File: src/rtl/porta_bus_pkg.sv
// porta_bus_pkg
//   Shared definitions for the Z80 bus master: FSM state encoding, timing
//   defaults, timer width, the latched command record and a small helper
//   that tells whether a state drives the bus.
package porta_bus_pkg;

  localparam int TIMER_W           = 8;
  localparam int STROBE_CYCLES_DEF = 3;
  localparam int BUSAK_TIMEOUT_DEF = 255;

  typedef enum logic [2:0] {
    ST_IDLE    = 3'd0,
    ST_REQ     = 3'd1,
    ST_SETUP   = 3'd2,
    ST_STROBE  = 3'd3,
    ST_HOLD    = 3'd4,
    ST_RELEASE = 3'd5,
    ST_RESP    = 3'd6
  } state_t;

  typedef struct packed {
    logic        write;
    logic        io;
    logic [15:0] addr;
    logic [7:0]  wdata;
  } cmd_t;

  // States in which we own the bus and drive A / strobes.
  function automatic logic on_bus(state_t s);
    return (s == ST_SETUP) || (s == ST_STROBE) || (s == ST_HOLD);
  endfunction

endpackage

File: src/rtl/porta_cycle_timer.sv
// porta_cycle_timer
//   8-bit loadable down-counter that sticks at zero. Shared between the
//   BUSAKn wait timeout and the strobe width.
//   clk, RESETn : clock, synchronous active-low reset
//   load        : load load_val this edge (takes priority over counting)
//   load_val    : reload value
//   count       : current value
//   zero        : count == 0
module porta_cycle_timer import porta_bus_pkg::*; (
  input  logic               clk,
  input  logic               RESETn,
  input  logic               load,
  input  logic [TIMER_W-1:0] load_val,
  output logic [TIMER_W-1:0] count,
  output logic               zero
);

  always_ff @(posedge clk) begin
    if (!RESETn)             count <= '0;
    else if (load)           count <= load_val;
    else if (count != '0)    count <= count - 1'b1;
  end

  assign zero = (count == '0);

endmodule

File: src/rtl/porta_bus_master.sv
// porta_bus_master
//   Takes one read/write command at a time, requests the Z80 bus with
//   BUSRQn, runs a single memory or I/O cycle once BUSAKn grants it, then
//   hands the bus back and returns a response.
//   cmd_*   : command handshake (write, io, addr, wdata)
//   rsp_*   : response handshake (rdata, error = no grant / grant lost)
//   BUSRQn / BUSAKn : Z80 bus request / acknowledge, active-low
//   bus_oe  : enables external tristates for A and the strobes
//   A_out, D_out, D_oe, D_in : address, data out, data-out enable, data in
//   MREQn_out, IORQn_out, RDn_out, WRn_out : bus strobes, active-low
//   busy    : not idle
module porta_bus_master import porta_bus_pkg::*; #(
  parameter int STROBE_CYCLES = STROBE_CYCLES_DEF,
  parameter int BUSAK_TIMEOUT = BUSAK_TIMEOUT_DEF
) (
  input  logic        clk,
  input  logic        RESETn,
  input  logic        cmd_valid,
  output logic        cmd_ready,
  input  logic        cmd_write,
  input  logic        cmd_io,
  input  logic [15:0] cmd_addr,
  input  logic [7:0]  cmd_wdata,
  output logic        rsp_valid,
  input  logic        rsp_ready,
  output logic [7:0]  rsp_rdata,
  output logic        rsp_error,
  output logic        BUSRQn,
  input  logic        BUSAKn,
  output logic        bus_oe,
  output logic [15:0] A_out,
  output logic [7:0]  D_out,
  output logic        D_oe,
  input  logic [7:0]  D_in,
  output logic        MREQn_out,
  output logic        IORQn_out,
  output logic        RDn_out,
  output logic        WRn_out,
  output logic        busy
);

  state_t             state, nxt;
  cmd_t               cmd_q;
  logic               handshake;
  logic               err_set;
  logic               timer_load;
  logic [TIMER_W-1:0] timer_val;
  logic [TIMER_W-1:0] timer_cnt;
  logic               timer_zero;

  assign handshake = cmd_valid && cmd_ready && (state == ST_IDLE);
  assign busy      = (state != ST_IDLE);
  assign A_out     = cmd_q.addr;
  assign D_out     = cmd_q.wdata;

  // Timer holds "cycles left after this one"; it is reloaded whenever the
  // state changes, so zero marks the last cycle of REQ or STROBE.
  porta_cycle_timer u_timer (
    .clk      (clk),
    .RESETn   (RESETn),
    .load     (timer_load),
    .load_val (timer_val),
    .count    (timer_cnt),
    .zero     (timer_zero)
  );

  always_comb begin
    nxt        = state;
    err_set    = 1'b0;
    timer_load = 1'b0;
    timer_val  = '0;
    case (state)
      ST_IDLE:    if (handshake) nxt = ST_REQ;
      ST_REQ: begin
        if (!BUSAKn) nxt = ST_SETUP;
        else if (timer_zero) begin
          nxt     = ST_RELEASE;
          err_set = 1'b1;
        end
      end
      ST_SETUP:   nxt = ST_STROBE;
      ST_STROBE:  if (timer_zero) nxt = ST_HOLD;
      ST_HOLD:    nxt = ST_RELEASE;
      ST_RELEASE: nxt = ST_RESP;
      // Waiting for BUSAKn high keeps a new request off the old grant.
      ST_RESP:    if (rsp_ready && BUSAKn) nxt = ST_IDLE;
      default:    nxt = ST_IDLE;
    endcase
    // Grant dropped while we own the bus: get off it right away.
    if (on_bus(state) && BUSAKn) begin
      nxt     = ST_RELEASE;
      err_set = 1'b1;
    end
    if (nxt != state) begin
      timer_load = 1'b1;
      case (nxt)
        ST_REQ:    timer_val = TIMER_W'(BUSAK_TIMEOUT - 1);
        ST_STROBE: timer_val = TIMER_W'(STROBE_CYCLES - 1);
        default:   timer_val = '0;
      endcase
    end
  end

  // Bus-side outputs are decoded from the next state and registered, so
  // they change only on clk edges and line up with the state they belong to.
  always_ff @(posedge clk) begin
    if (!RESETn) begin
      state     <= ST_IDLE;
      cmd_q     <= '0;
      cmd_ready <= 1'b0;
      rsp_valid <= 1'b0;
      rsp_rdata <= '0;
      rsp_error <= 1'b0;
      BUSRQn    <= 1'b1;
      bus_oe    <= 1'b0;
      D_oe      <= 1'b0;
      MREQn_out <= 1'b1;
      IORQn_out <= 1'b1;
      RDn_out   <= 1'b1;
      WRn_out   <= 1'b1;
    end else begin
      state     <= nxt;
      cmd_ready <= (nxt == ST_IDLE);
      rsp_valid <= (nxt == ST_RESP);
      BUSRQn    <= !((nxt == ST_REQ) || on_bus(nxt));
      bus_oe    <= on_bus(nxt);
      D_oe      <= on_bus(nxt) && cmd_q.write;
      MREQn_out <= !((nxt == ST_STROBE) && !cmd_q.io);
      IORQn_out <= !((nxt == ST_STROBE) &&  cmd_q.io);
      RDn_out   <= !((nxt == ST_STROBE) && !cmd_q.write);
      WRn_out   <= !((nxt == ST_STROBE) &&  cmd_q.write);

      if (handshake) begin
        cmd_q     <= '{write: cmd_write, io: cmd_io, addr: cmd_addr, wdata: cmd_wdata};
        rsp_rdata <= '0;
        rsp_error <= 1'b0;
      end

      if (err_set) begin
        rsp_error <= 1'b1;
        rsp_rdata <= '0;
      end else if ((state == ST_STROBE) && timer_zero && !cmd_q.write) begin
        rsp_rdata <= D_in;
      end
    end
  end

endmodule

File: config.mk
export PLATFORM = sky130hd
export DESIGN_NAME = porta_bus_master
export DESIGN_NICKNAME = d
export VERILOG_FILES = /design/src/rtl/porta_bus_pkg.sv /design/src/rtl/porta_cycle_timer.sv /design/src/rtl/porta_bus_master.sv
export SDC_FILE = /design/constraint.sdc
export NUM_CORES = 1
export LEC_CHECK = 0
export ABC_CLOCK_PERIOD_IN_PS = 2300
export CORE_ASPECT_RATIO = 1.4
export CORE_MARGIN = 5
export CORE_UTILIZATION = 45
export CTS_CLUSTER_SIZE = 12
export DETAILED_ROUTE_END_ITERATION = 16
export GPL_TIMING_DRIVEN = 0
export PLACE_DENSITY = 0.84
export RECOVER_POWER = 25
export SYNTH_ARGS = -nofsm -noshare
export SYNTH_HDL_FRONTEND = slang
export SYNTH_HIERARCHICAL = 1
export SYNTH_SLANG_ARGS = --single-unit
File: constraint.sdc
create_clock -name clk -period 2.3 [get_ports clk]
set_input_delay 0.69 -clock clk [delete_from_list [all_inputs] [get_ports clk]]
set_output_delay 0.69 -clock clk [all_outputs]
set_load 0.01 [all_outputs]
==> out/results.ini, run 1 <==
[run_status]
status = complete, no violations

[hold_path]
hp-class = flip-flop to flip-flop

[final_layout]
seq_area_um2 = 1105
syn2layout_area_growth_pct = 42.59
n_fill_cell = 434
fin_nets = 417
instances_no_fill = 444
final_area_um2 = 3456
layout-drive-gt1-share_pct = 15.87
multi_input_area_um2 = 1044
n_antenna_cell = 0

[pwr]
ir_drop_v = 0.0005882
power_mw = 3.284
p_leak_nw = 1.333
power_per_cell_area_nw_per_um2 = 950.3

[logic_synthesis]
synth-seq-cells = 55
avgSynthCellArea_um2 = 8.504
yosysTopAreaCell = dfxtp_1
yosys.area.top_type_share_pct = 45.43
syn_area_um2 = 2424
synth-main-ff-cell = dfxtp_1
yosysSeqAreaShare_pct = 45.43
synth_edf_count = 0
async_flop_share_pct = 0
syn_nets = 325
synth.distinct_cells = 46
yosysWarnings = 6
synthCells = 285
synthTopCellsByArea = dfxtp_1 (45%), nand2_1 (9.3%), buf_4 (8.4%), a21oi_1 (7.0%), nor2_1 (2.6%)

[route]
routed_wl_mm = 6.105
dr.pass1.iters = 4
via_per_inst = 5.002
drtIter0Drc = 107
drtAntennaViolNets = 0
wl_per_cell_um = 13.75
drcViolationCount = 0
vias = 2221

[grt]
grt_pass1_wl_mm = 9.770
grt_pass1_vias = 2140
antenna_found_initial = 0
track_usage_pct = 17.14
gr-total-overflow = 0
grt_max_degree = 18

[worst_setup_path]
cp-start-kind = flip-flop
crit_path_max_fanout = 6
required_ns = 1.61
cp.arrival_ns = 1.54
crit_type = flip-flop to output pin
cp-end-kind = output pin

[sta]
skew_ns = 0.008682
finalSetupViolCount = 0
min_period_over_period_pct = 97.07
holdWs_ns = 0.4341
setup_ws_ns = 0.06738
rsz0062_at_grt = false
final_hold_viol_count = 0
clock.fmax_mhz = 447.9
slew_viol_final = 0
min_period_ns = 2.233

[clock_tree]
clock_sinks = 55
cts_tree = yes
cts_buffers = 5
worstSkewPairLatency_ns = 0.31
path_clk_slew_ns = 0.09
htreeDepth = 2
clockBufferDepth = 2
cts-root-buf = clkbuf_8

[floorplan]
die_w_um = 72.03
rows = 31
die_area_um2 = 6974
io_pins = 82
die_y_um = 96.83
core_region_area_um2 = 5197
start_util_pct = 46.63

[placed_design]
dpl_worst_slack_ns = -0.4619
gp_congestion = 0.7954
port_buffers = 80
dp_cells = 431
dp_hpwl_mm = 4.577
dpl_cell_area_um2 = 3307

[job]
max_cap_viol_count = 0

[layout make-up]
type | instances | share of cell area (%)
sequential | 55 | 31.97
multi-input combinational | 185 | 30.20
timing repair buffer | 85 | 24.26
buffer | 36 | 7.531
tap | 66 | 2.390
clock buffer | 6 | 2.100
inverter | 9 | 1.086
clock inverter | 2 | 0.4707
[per-stage QoR]
step / utilization (%) / TNS (ns)
6_report: 66.49 / 0
3_5_place_dp: 63.63 / -2.986
2_1_floorplan: - / 0
5_1_grt: 66.49 / 0
3_3_place_gp: 63.63 / -2.221
4_1_cts: 65.79 / 0
[repair_timing]
action / 4_1_cts / 5_1_grt
hold buffers: 0 / 0
gates resized for setup: 4 / 5
buffers inserted: 2 / 3
pin swaps: 1 / 2
endpoints found under the setup margin: 9 / 6
gates cloned: 0 / 0
[cell usage in the layout (no fill, tap or decap), drive strengths merged, types with 2 or more instances in the layout]
master         synthesis  final
xnor2                  3      3
buf                   32     36
nor3                   4      4
nor2                  17     17
nand2b                 2      2
a21o                   2      2
o31ai                  6      6
nor3b                  2      2
inv                    8      9
dlygate4sd3            0     14
nand3b                 2      2
and2                   3      3
a211oi                 2      2
dfxtp                 55     55
o211ai                 5      5
o21ai                  5      5
clkbuf                 4     11
nand3                 11     11
a21oi                 34     34
nand2                 61     61
a22oi                  9      9
clkdlybuf4s50          0     66
[cell usage after synthesis, types with 2 or more instances]
cell and instances:
nor3_1 2, nand2b_1 2, nand2_1 60, a21oi_1 34, a21o_1 2, nor2_1 17
nor3_4 2, a22oi_1 8, o31ai_1 6, buf_6 3, buf_4 27, inv_1 7
clkbuf_1 4, a211oi_1 2, nand3b_1 2, xnor2_1 3, nand3_1 11, o211ai_1 5
o21ai_0 4, dfxtp_1 55, buf_2 2, and2_1 3
[critical path, cell delays in order (launching register included)]
cell             delay, ns
dfxtp_2               0.39
nor3_4                0.26
inv_1                 0.10
clkdlybuf4s50_1       0.49
[logic make-up (layout without fill, tap and decap cells)]
group | count (synthesis) | after routing | share of synthesized area, %
flip-flops | 55 | 55 | 45.43
AO/OA/AOI/OAI | 68 | 68 | 17.71
AND/OR/NAND/NOR | 110 | 110 | 22.10
multiplexers | 1 | 1 | 0.4130
buffers and inverters | 45 | 138 | 12.23
XOR/XNOR | 4 | 4 | 1.446
other | 1 | 1 | 0.1547
adder cells (fa/ha/maj) | 1 | 1 | 0.5162
[power breakdown]
group / switching (mW) / leakage [nW] / total, mW / internal (mW)
combinational: 0.753 / 0.843 / 1.51 / 0.755
clock: 0.309 / 0.0418 / 0.528 / 0.219
sequential: 0.130 / 0.449 / 1.25 / 1.12
[sequential cells by signal, summed over array words and instances (netlist names)]
signal	flops
A_out	16
BUSRQn	1
D_oe	1
D_out	8
IORQn_out	1
MREQn_out	1
RDn_out	1
WRn_out	1
bus_oe	1
cmd_q	2
cmd_ready	1
rsp_error	1
rsp_rdata	8
rsp_valid	1
state	3
u_timer/count	8
[metal layers]
layer | vias up | part of all wire (%) | track usage [%]
met4 | 0 | 1.1 | 4.342
met2 | 77 | 54 | 32.58
li1 | 1122 | - | -
met1 | 1013 | 37 | 17.59
met3 | 9 | 7.0 | 5.187
met5 | - | 0 | 0
[path summary, 6_finish.rpt]
path | endpoint | slack [ns] | start | cells past startpoint
worst max-delay path | busy | 0.07 | state[2] | 3
worst min-delay path | IORQn_out | 0.43 | cmd_q[24] | 1
worst max register to register | u_timer/count[1] | 0.15 | u_timer/count[1] | 10
worst min register to register | IORQn_out | 0.43 | cmd_q[24] | 1
No activity file was read; power rests on OpenSTA's default activity.
==> inputs of run 2 (changes only) <==
Settings changed: CELL_PAD_IN_SITES_DETAIL_PLACEMENT set to 2, CELL_PAD_IN_SITES_GLOBAL_PLACEMENT set to 2, CORE_UTILIZATION 45 to 26, PLACE_DENSITY 0.84 to 0.85, TNS_END_PERCENT set to 1.
==> run 2 against run 1 <==
Wire length increased by 33%. Setup slack lost 0.014 ns. Highest routed layer unchanged. Critical path type unchanged. Critical endpoint unchanged. Power up 10%. Cell count rose by 9.2%. Register-to-register slack barely moved. First-iteration DRC count is 55% lower. Global-route usage fell by 2.8 points. Sequential share of layout area is 1.1 points lower. Combinational power grew 5%.
==> out/results.ini, run 2 (same netlist as run 1, synthesis figures left out) <==
[grt]
gr-total-overflow = 0  ; unchanged
grt_max_degree = 19  ; +1
grt_pass1_vias = 2609  ; +22%
grt_pass1_wl_mm = 13.13  ; +34%
antenna_found_initial = 0  ; unchanged
track_usage_pct = 14.34  ; -2.8 points

[floorplan]
die_area_um2 = 11380  ; +63%
die_w_um = 91.60  ; +27%
start_util_pct = 26.69  ; -20 points
io_pins = 82  ; unchanged
die_y_um = 124.2  ; +28%
rows = 41  ; +32%
core_region_area_um2 = 9080  ; +75%

[worst_setup_path]
cp-start-kind = flip-flop
crit_type = flip-flop to output pin
required_ns = 1.61  ; about the same
cp-end-kind = output pin
cp.arrival_ns = 1.56  ; +0.02 ns
crit_path_max_fanout = 7  ; +1

[clock_tree]
htreeDepth = 2  ; unchanged
cts_tree = yes
path_clk_slew_ns = 0.07  ; -0.02 ns
postCtsHoldBufs = 0  ; unchanged
worstSkewPairLatency_ns = 0.30  ; about the same
clock_sinks = 55  ; unchanged
clockBufferDepth = 2  ; unchanged
cts_buffers = 5  ; unchanged
cts-root-buf = clkbuf_16

[pwr]
p_sw_share_pct = 36.66  ; +0.35 points
power_mw = 3.620  ; +10%
power_frac_comb_pct = 43.7  ; -2.2 points
p_leak_nw = 1.370  ; +2.8%
switchingPower_mw = 1.327  ; +11%
ir_drop_v = 0.0003965  ; -33%
power.internal_mw = 2.293  ; +9.6%
power_frac_clock_pct = 21.7  ; +5.6 points
power_frac_seq_pct = 34.6  ; -3.4 points
power_per_cell_area_nw_per_um2 = 1014  ; +6.7%

[sta]
finalSetupViolCount = 0  ; unchanged
slew_viol_final = 0  ; unchanged
min_period_over_period_pct = 97.68  ; +0.61 points
clock.fmax_mhz = 445.1  ; -0.63%
min_period_ns = 2.247  ; +0.01405 ns
skew_ns = 0.004083  ; -0.004598 ns
final_hold_viol_count = 0  ; unchanged

[route]
wl_per_cell_um = 16.73  ; +22%
via_per_inst = 4.821  ; -3.6%
dr.pass1.iters = 4  ; unchanged
routed_wl_mm = 8.113  ; +33%
drcViolationCount = 0  ; unchanged
drtAntennaViolNets = 0  ; unchanged
vias = 2338  ; +5.3%
drtIter0Drc = 48  ; -55%

[final_layout]
layout-drive-gt1-share_pct = 16.67  ; +0.79 points
syn2layout_area_growth_pct = 47.39
final_common_cell = clkdlybuf4s50_1
n_fill_cell = 997  ; +130%
final_cell_mix = clkdlybuf4s50_1 (64), nand2_1 (60), dfxtp_1 (53)
finish.utilization_pct = 39.34  ; -27 points
largest_register_ffs = 16  ; unchanged
fin_nets = 417  ; unchanged
n_antenna_cell = 0  ; unchanged

[run_status]
status = complete, no violations

[placed_design]
port_buffers = 80  ; unchanged
gp_congestion = 0.7600  ; -4.5%
dp_hpwl_mm = 6.157  ; +35%

[hold_path]
hp-class = flip-flop to flip-flop

[job]
max_cap_viol_count = 0  ; unchanged

run 2: area by class of cell:
type	instances	area, µm²	share of cell area, %
plain buffers	36	261.5	7.320
clock buffers	5	125.1	3.503
clock inverters	3	23.77	0.6655
inverters	9	37.54	1.051
multi-input cells	185	1049	29.35
flip-flops and latches	55	1104	30.89
well taps	107	133.9	3.748
repair buffers	85	838.3	23.47
run 2: critical path: stages, from the launching register on:
cell	delay [ns]
dfxtp_1	0.52
nor3_4	0.08
inv_1	0.10
clkdlybuf4s50_1	0.56
run 2: path summary, 6_finish.rpt:
kind / to / slack, ns / cells after the start / start
max: busy / 0.05 / 3 / state[1]
min: IORQn_out / 0.42 / 1 / cmd_q[24]
max reg2reg: u_timer/count[1] / 0.14 / 9 / u_timer/count[2]
min reg2reg: IORQn_out / 0.42 / 1 / cmd_q[24]
run 2: stage by stage:
| stage | setup slack [ns] | area [µm²] | hold slack (ns) | cells | TNS (ns) |
|---|---|---|---|---|---|
| 2_1_floorplan | 0.2313 | 2424 | 0.3759 | 285 | 0 |
| 3_3_place_gp | -0.4357 | 3358 | 0.4084 | 472 | -2.879 |
| 3_5_place_dp | -0.5738 | 3358 | 0.4128 | 472 | -4.074 |
| 4_1_cts | 0.01116 | 3532 | 0.4358 | 482 | 0 |
| 5_1_grt | -0.01151 | 3572 | 0.4627 | 485 | -0.01151 |
| 6_report | 0.05334 | 3572 | 0.4248 | 485 | 0 |
run 2: metal layers:
layer | vias to the layer above | share of wire [%] | track usage, %
met2 | 67 | 55 | 27.42
met3 | 13 | 5.6 | 3.384
met4 | 0 | 2.8 | 6.572
li1 | 1127 | - | -
met1 | 1131 | 36 | 14.18
met5 | - | 0 | 0
run 2: timing repair:
| action | 4_1_cts | 5_1_grt |
|---|---|---|
| pin swaps | 3 | 3 |
| hold endpoints to repair | 0 | 0 |
| setup buffers | 2 | 3 |
| gates resized for setup | 4 | 6 |
| setup endpoints to repair | 9 | 6 |
run 2: power groups by stage:
| stage | Combinational (mW) | Sequential (mW) | Clock [mW] |
|---|---|---|---|
| final | 1.58 | 1.25 | 0.787 |
| after floorplan | 0.944 | 1.25 | 0 |
| after detailed placement | 1.48 | 1.27 | 0 |
| after global routing | 1.72 | 1.28 | 0.846 |
| after CTS | 1.56 | 1.25 | 0.813 |
| after global placement | 1.42 | 1.26 | 0 |
==> RTL edit 1: new RTL, flow settings as in run 1 <==
The package constant `TIMER_W` goes from 8 to 10.
--- a/src/rtl/porta_bus_pkg.sv
+++ b/src/rtl/porta_bus_pkg.sv
@@ -4,7 +4,7 @@
 //   that tells whether a state drives the bus.
 package porta_bus_pkg;
 
-  localparam int TIMER_W           = 8;
+  localparam int TIMER_W           = 10;
   localparam int STROBE_CYCLES_DEF = 3;
   localparam int BUSAK_TIMEOUT_DEF = 255;
 
Behaviour: no difference found for any inputs over 10 cycles, from zero or initial values and one cycle with RESETn low; that may be too few to reach the edited logic, so the function may still have changed.
==> RTL edit 1 against run 1 <==
The run now ends with negative setup slack left. Power is 23% higher. Non-clock buffer count rose by 14. Final area grew 12%. Fmax decreased by 3.1%. Clock power grew 97%. Wire length up 17%. Setup slack got worse by 71 ps. Sequential cell count up 2. Cell count increased by 9.0%. Area after synthesis increased by 4.7%. Critical endpoint is now u_timer/count[1].
==> RTL edit 1: results (changes against run 1) <==
[status]
status = finished with violations
violations = negative setup slack

[grt]
use_met3 = 0.0622  ; +0.0104
grtUsageTotal = 0.191  ; +0.0201
grt_pass1_wl_um = 10900  ; +12%
grtUsageMet1 = 0.190  ; +0.0142

[critical_path]
startpoint = cmd_valid
cp_top_family = simple AND/OR/NAND/NOR gates
cpPeakStageDelay_ps = 670  ; +180 ps
slowest_stage = or4b_2
criticalPathCategory = in -> reg

[route]
drt_wl_total_um = 7120  ; +17%
wl_per_cell_um = 14.7  ; +7.0%
drt_iter0_drc = 123  ; +15%

[yosys]
synth_seq_area_share = 0.449  ; -0.00483
ys_top_cells_by_count = nand2_1 (60), dfxtp_1 (57), a21oi_1 (37), buf_4 (27), nor2_1 (19)

[place]
gp_congestion = 0.812  ; +2.1%
hpwl_um = 4720  ; +3.2%

[timing]
tns_ps = -3.18  ; -3.18 ps
setup_viol = 1  ; +1
fin_ws_ps = -3.18  ; -70.6 ps
fin_skew_ps = 9.93  ; +1.25 ps

[clocking]
cts_inserted_buffers = 9  ; +4
clock_latency_ps = 340  ; +30 ps

[final_layout]
num-fill-cells = 442  ; +1.8%

[power_and_ir_drop]
power.leakage_nw = 1.55  ; +16%

==> RTL edit 1: routing by layer <==
layer	part of all wire	wire (um)
met4	0.032	225
met3	0.092	657
met2	0.50	3590
met5	0	0
met1	0.37	2650
==> RTL edit 1: logic make-up (layout without fill, tap and decap cells) <==
kind of cell,after synthesis,count (layout),synth area share
simple gates,117,117,0.231
compound gates,72,72,0.178
other cells,1,3,0.00148
xor+xnor,3,3,0.0104
fa+ha+maj,1,1,0.00493
buf+inv,46,161,0.116
mux,2,2,0.00838
flops,57,57,0.449
==> RTL edit 1: worst min-delay path by stage <==
stage                    from        end  slack (ps)
floorplan           cmd_q[24]  IORQn_out         380
global placement    cmd_q[24]  IORQn_out         400
detailed placement  cmd_q[24]  IORQn_out         400
CTS                 cmd_q[24]  IORQn_out         430
global route        cmd_q[24]  IORQn_out         440
finish              cmd_q[24]  IORQn_out         430
==> RTL edit 1: what timing repair did <==
item,CTS,global route
pin swaps,8,9
gates cloned,0,1
buffers inserted,11,7
endpoints found under the setup margin,27,20
hold endpoints to repair,0,0
gates resized for setup,6,18
==> RTL edit 1: where the power goes <==
part	total, mW	leakage, nW	switching (mW)	internal [mW]
sequential	1.29	0.466	0.137	1.16
clock	1.04	0.107	0.397	0.642
combinational	1.70	0.977	0.819	0.883
total	4.03	1.55	1.35	2.68
==> RTL edit 1: final cells by class <==
type                            instances  area, sq um  share of cell area
Buffer                                 36          255              0.0662
Clock buffer                           12          145              0.0377
Clock inverter                          4         76.3              0.0198
Inverter                               10         38.8              0.0101
Multi-Input combinational cell        198         1160               0.300
Sequential cell                        57         1150               0.298
Tap cell                               68         85.1              0.0221
Timing Repair Buffer                   99          948               0.246
==> RTL edit 2: new RTL, settings of run 1 <==
Made on the original files. Encoding of `state_t`: now one-hot (7 bits for 7 states).
--- a/src/rtl/porta_bus_pkg.sv
+++ b/src/rtl/porta_bus_pkg.sv
@@ -8,14 +8,14 @@
   localparam int STROBE_CYCLES_DEF = 3;
   localparam int BUSAK_TIMEOUT_DEF = 255;
 
-  typedef enum logic [2:0] {
-    ST_IDLE    = 3'd0,
-    ST_REQ     = 3'd1,
-    ST_SETUP   = 3'd2,
-    ST_STROBE  = 3'd3,
-    ST_HOLD    = 3'd4,
-    ST_RELEASE = 3'd5,
-    ST_RESP    = 3'd6
+  typedef enum logic [6:0] {
+    ST_IDLE    = 7'b0000001,
+    ST_REQ     = 7'b0000010,
+    ST_SETUP   = 7'b0000100,
+    ST_STROBE  = 7'b0001000,
+    ST_HOLD    = 7'b0010000,
+    ST_RELEASE = 7'b0100000,
+    ST_RESP    = 7'b1000000
   } state_t;
 
   typedef struct packed {
Formal check against the unedited RTL: same outputs for any inputs over 10 cycles, from zero or initial values and one cycle with RESETn low; not proved beyond that.
==> RTL edit 2 against run 1 <==
The flow now finishes with violations (negative setup slack). Hold slack got worse by 11 ps. Sequential cell count increased by 4. Power rose by 26%. Final area rose by 23%. Wire length up 26%. Area after synthesis increased by 18%. Setup slack got worse by 560 ps. Count of clock-buffer cells in the layout is 4 higher. Combinational power grew 28%. Critical endpoint is now u_timer/count[4].
==> RTL edit 2: results (changes against run 1) <==
[route]
drt_iter0_drc = 166  ; +55%
drt_wl_total_um = 7670  ; +26%
via_per_inst = 5.35  ; +6.9%
drt_pass1_iterations = 5  ; +1

[place]
dpl_cell_area_sq_mm = 0.00379  ; +15%
port_buffers = 81  ; +1.3%
hpwl_um = 5350  ; +17%
gp_congestion = 0.865  ; +8.7%

[status]
status = finished with violations
violations = negative setup slack

[grt]
grtUsageTotal = 0.185  ; +0.0134
grt_max_degree = 14  ; -4
grt_pass1_vias = 2708  ; +27%

[yosys]
ys_types = 55  ; +20%
ys_top_cells_by_count = nand2_1 (75), dfxtp_1 (59), buf_4 (24), a21boi_1 (23)
synth_seq_area_share = 0.413  ; -0.0417
netlist_top_cells_area = dfxtp_1 (41%), nand2_1 (9.8%), buf_4 (6.3%)
synth_nets = 386  ; +19%

[final_layout]
drive_gt1_frac = 0.225  ; +0.0659
fin_nets = 490  ; +18%
num-fill-cells = 477  ; +9.9%

[timing]
tns_ps = -5380  ; -5380 ps
setup_viol = 22  ; +22
fin_skew_ps = 10.2  ; +1.52 ps
fin_ws_ps = -496  ; -563 ps

[clocking]
path_clk_slew_ps = 70  ; -20 ps
clock_latency_ps = 340  ; +30 ps
cts_inserted_buffers = 9  ; +4

[critical_path]
reg2regPathDepth = 12  ; +2
rr_startpoint = u_timer/count[0]
crit_arrival_ps = 3040  ; +1500 ps
crit_fanout = 5  ; -1

[power_and_ir_drop]
ir_worst_vdd_uv = 534  ; -9.2%
power.leakage_nw = 1.59  ; +20%

## RTL edit 2: changes by cell type in the layout (fill, tap and decap cells not counted), sizes merged, moves of 5 or more
cell	run 1	this run
dlygate4sd3	14	2
buf	36	49
clkdlybuf4s50	66	78
a22oi	9	0
nand2	61	75
or3	0	8
a21oi	34	15
clkbuf	11	18
inv	9	4
a21boi	0	27
## RTL edit 2: what timing repair did
action / CTS / global route
setup buffers: 12 / 4
endpoints found under the setup margin: 30 / 48
resized for setup: 21 / 19
gates cloned: 1 / 0
pin swaps: 11 / 7
## RTL edit 2: final timing paths
| kind | to | slack, ps |
|---|---|---|
| min | IORQn_out | 420 |
| max | u_timer/count[4] | -500 |
| max reg2reg | u_timer/count[4] | -500 |
| min reg2reg | IORQn_out | 420 |
## RTL edit 2: power by group
group	leakage, nW	internal, mW	total [mW]	switching, mW
sequential	0.481	1.17	1.27	0.0999
clock	0.102	0.519	0.930	0.410
combinational	1.01	0.931	1.94	1.01
## RTL edit 2: critical path, stage by stage, from the launching register on
cell      delay [ps]
dfxtp_2          330
inv_2             50
ha_4             150
and4bb_2         240
or3b_1           370
a2111o_1         440
o32ai_4          140
nor2_2            90
o21ai_2          170
nand4_1          220
inv_2            200
nand2_4          100
o31ai_2          200
## RTL edit 2: area by class of cell
cell class                 instances  area (sq um)  share of cell area
buffer                            43           265              0.0626
sequential                        59          1190               0.280
clock buffer                      10           138              0.0325
timing repair buffer              95           922               0.218
inverter                           4          15.0             0.00355
clock inverter                     5          53.8              0.0127
tap                               72          90.1              0.0213
multi-input combinational        237          1560               0.368
timing repair inverter             1          5.00             0.00118
## RTL edit 2: metrics by stage
stage	instances	total power [mW]
3_3_place_gp	499	2.77
5_1_grt	526	4.35
2_1_floorplan	346	2.35
6_report	526	4.14
3_5_place_dp	499	2.81
4_1_cts	526	3.99
## RTL edit 2: logic make-up (layout without fill, tap and decap cells)
kind of cell,Yosys count,after routing,share of synthesized area
XOR/XNOR,6,6,0.0184
AO/OA/AOI/OAI,73,73,0.180
buffers and inverters,50,158,0.103
AND/OR/NAND/NOR,154,154,0.274
flip-flops,59,59,0.413
multiplexers,2,2,0.00699
other,1,1,0.00131
adder cells (fa/ha/maj),1,1,0.00437
## RTL edit 2: routing by layer
layer | vias up | part of all wire | global-route usage | routed length, um
li1 | 1376 | - | - | -
met1 | 1295 | 0.38 | 0.205 | 2940
met2 | 114 | 0.52 | 0.313 | 3970
met3 | 27 | 0.061 | 0.0364 | 469
met4 | 0 | 0.038 | 0.120 | 290
met5 | - | 0 | 0 | 0
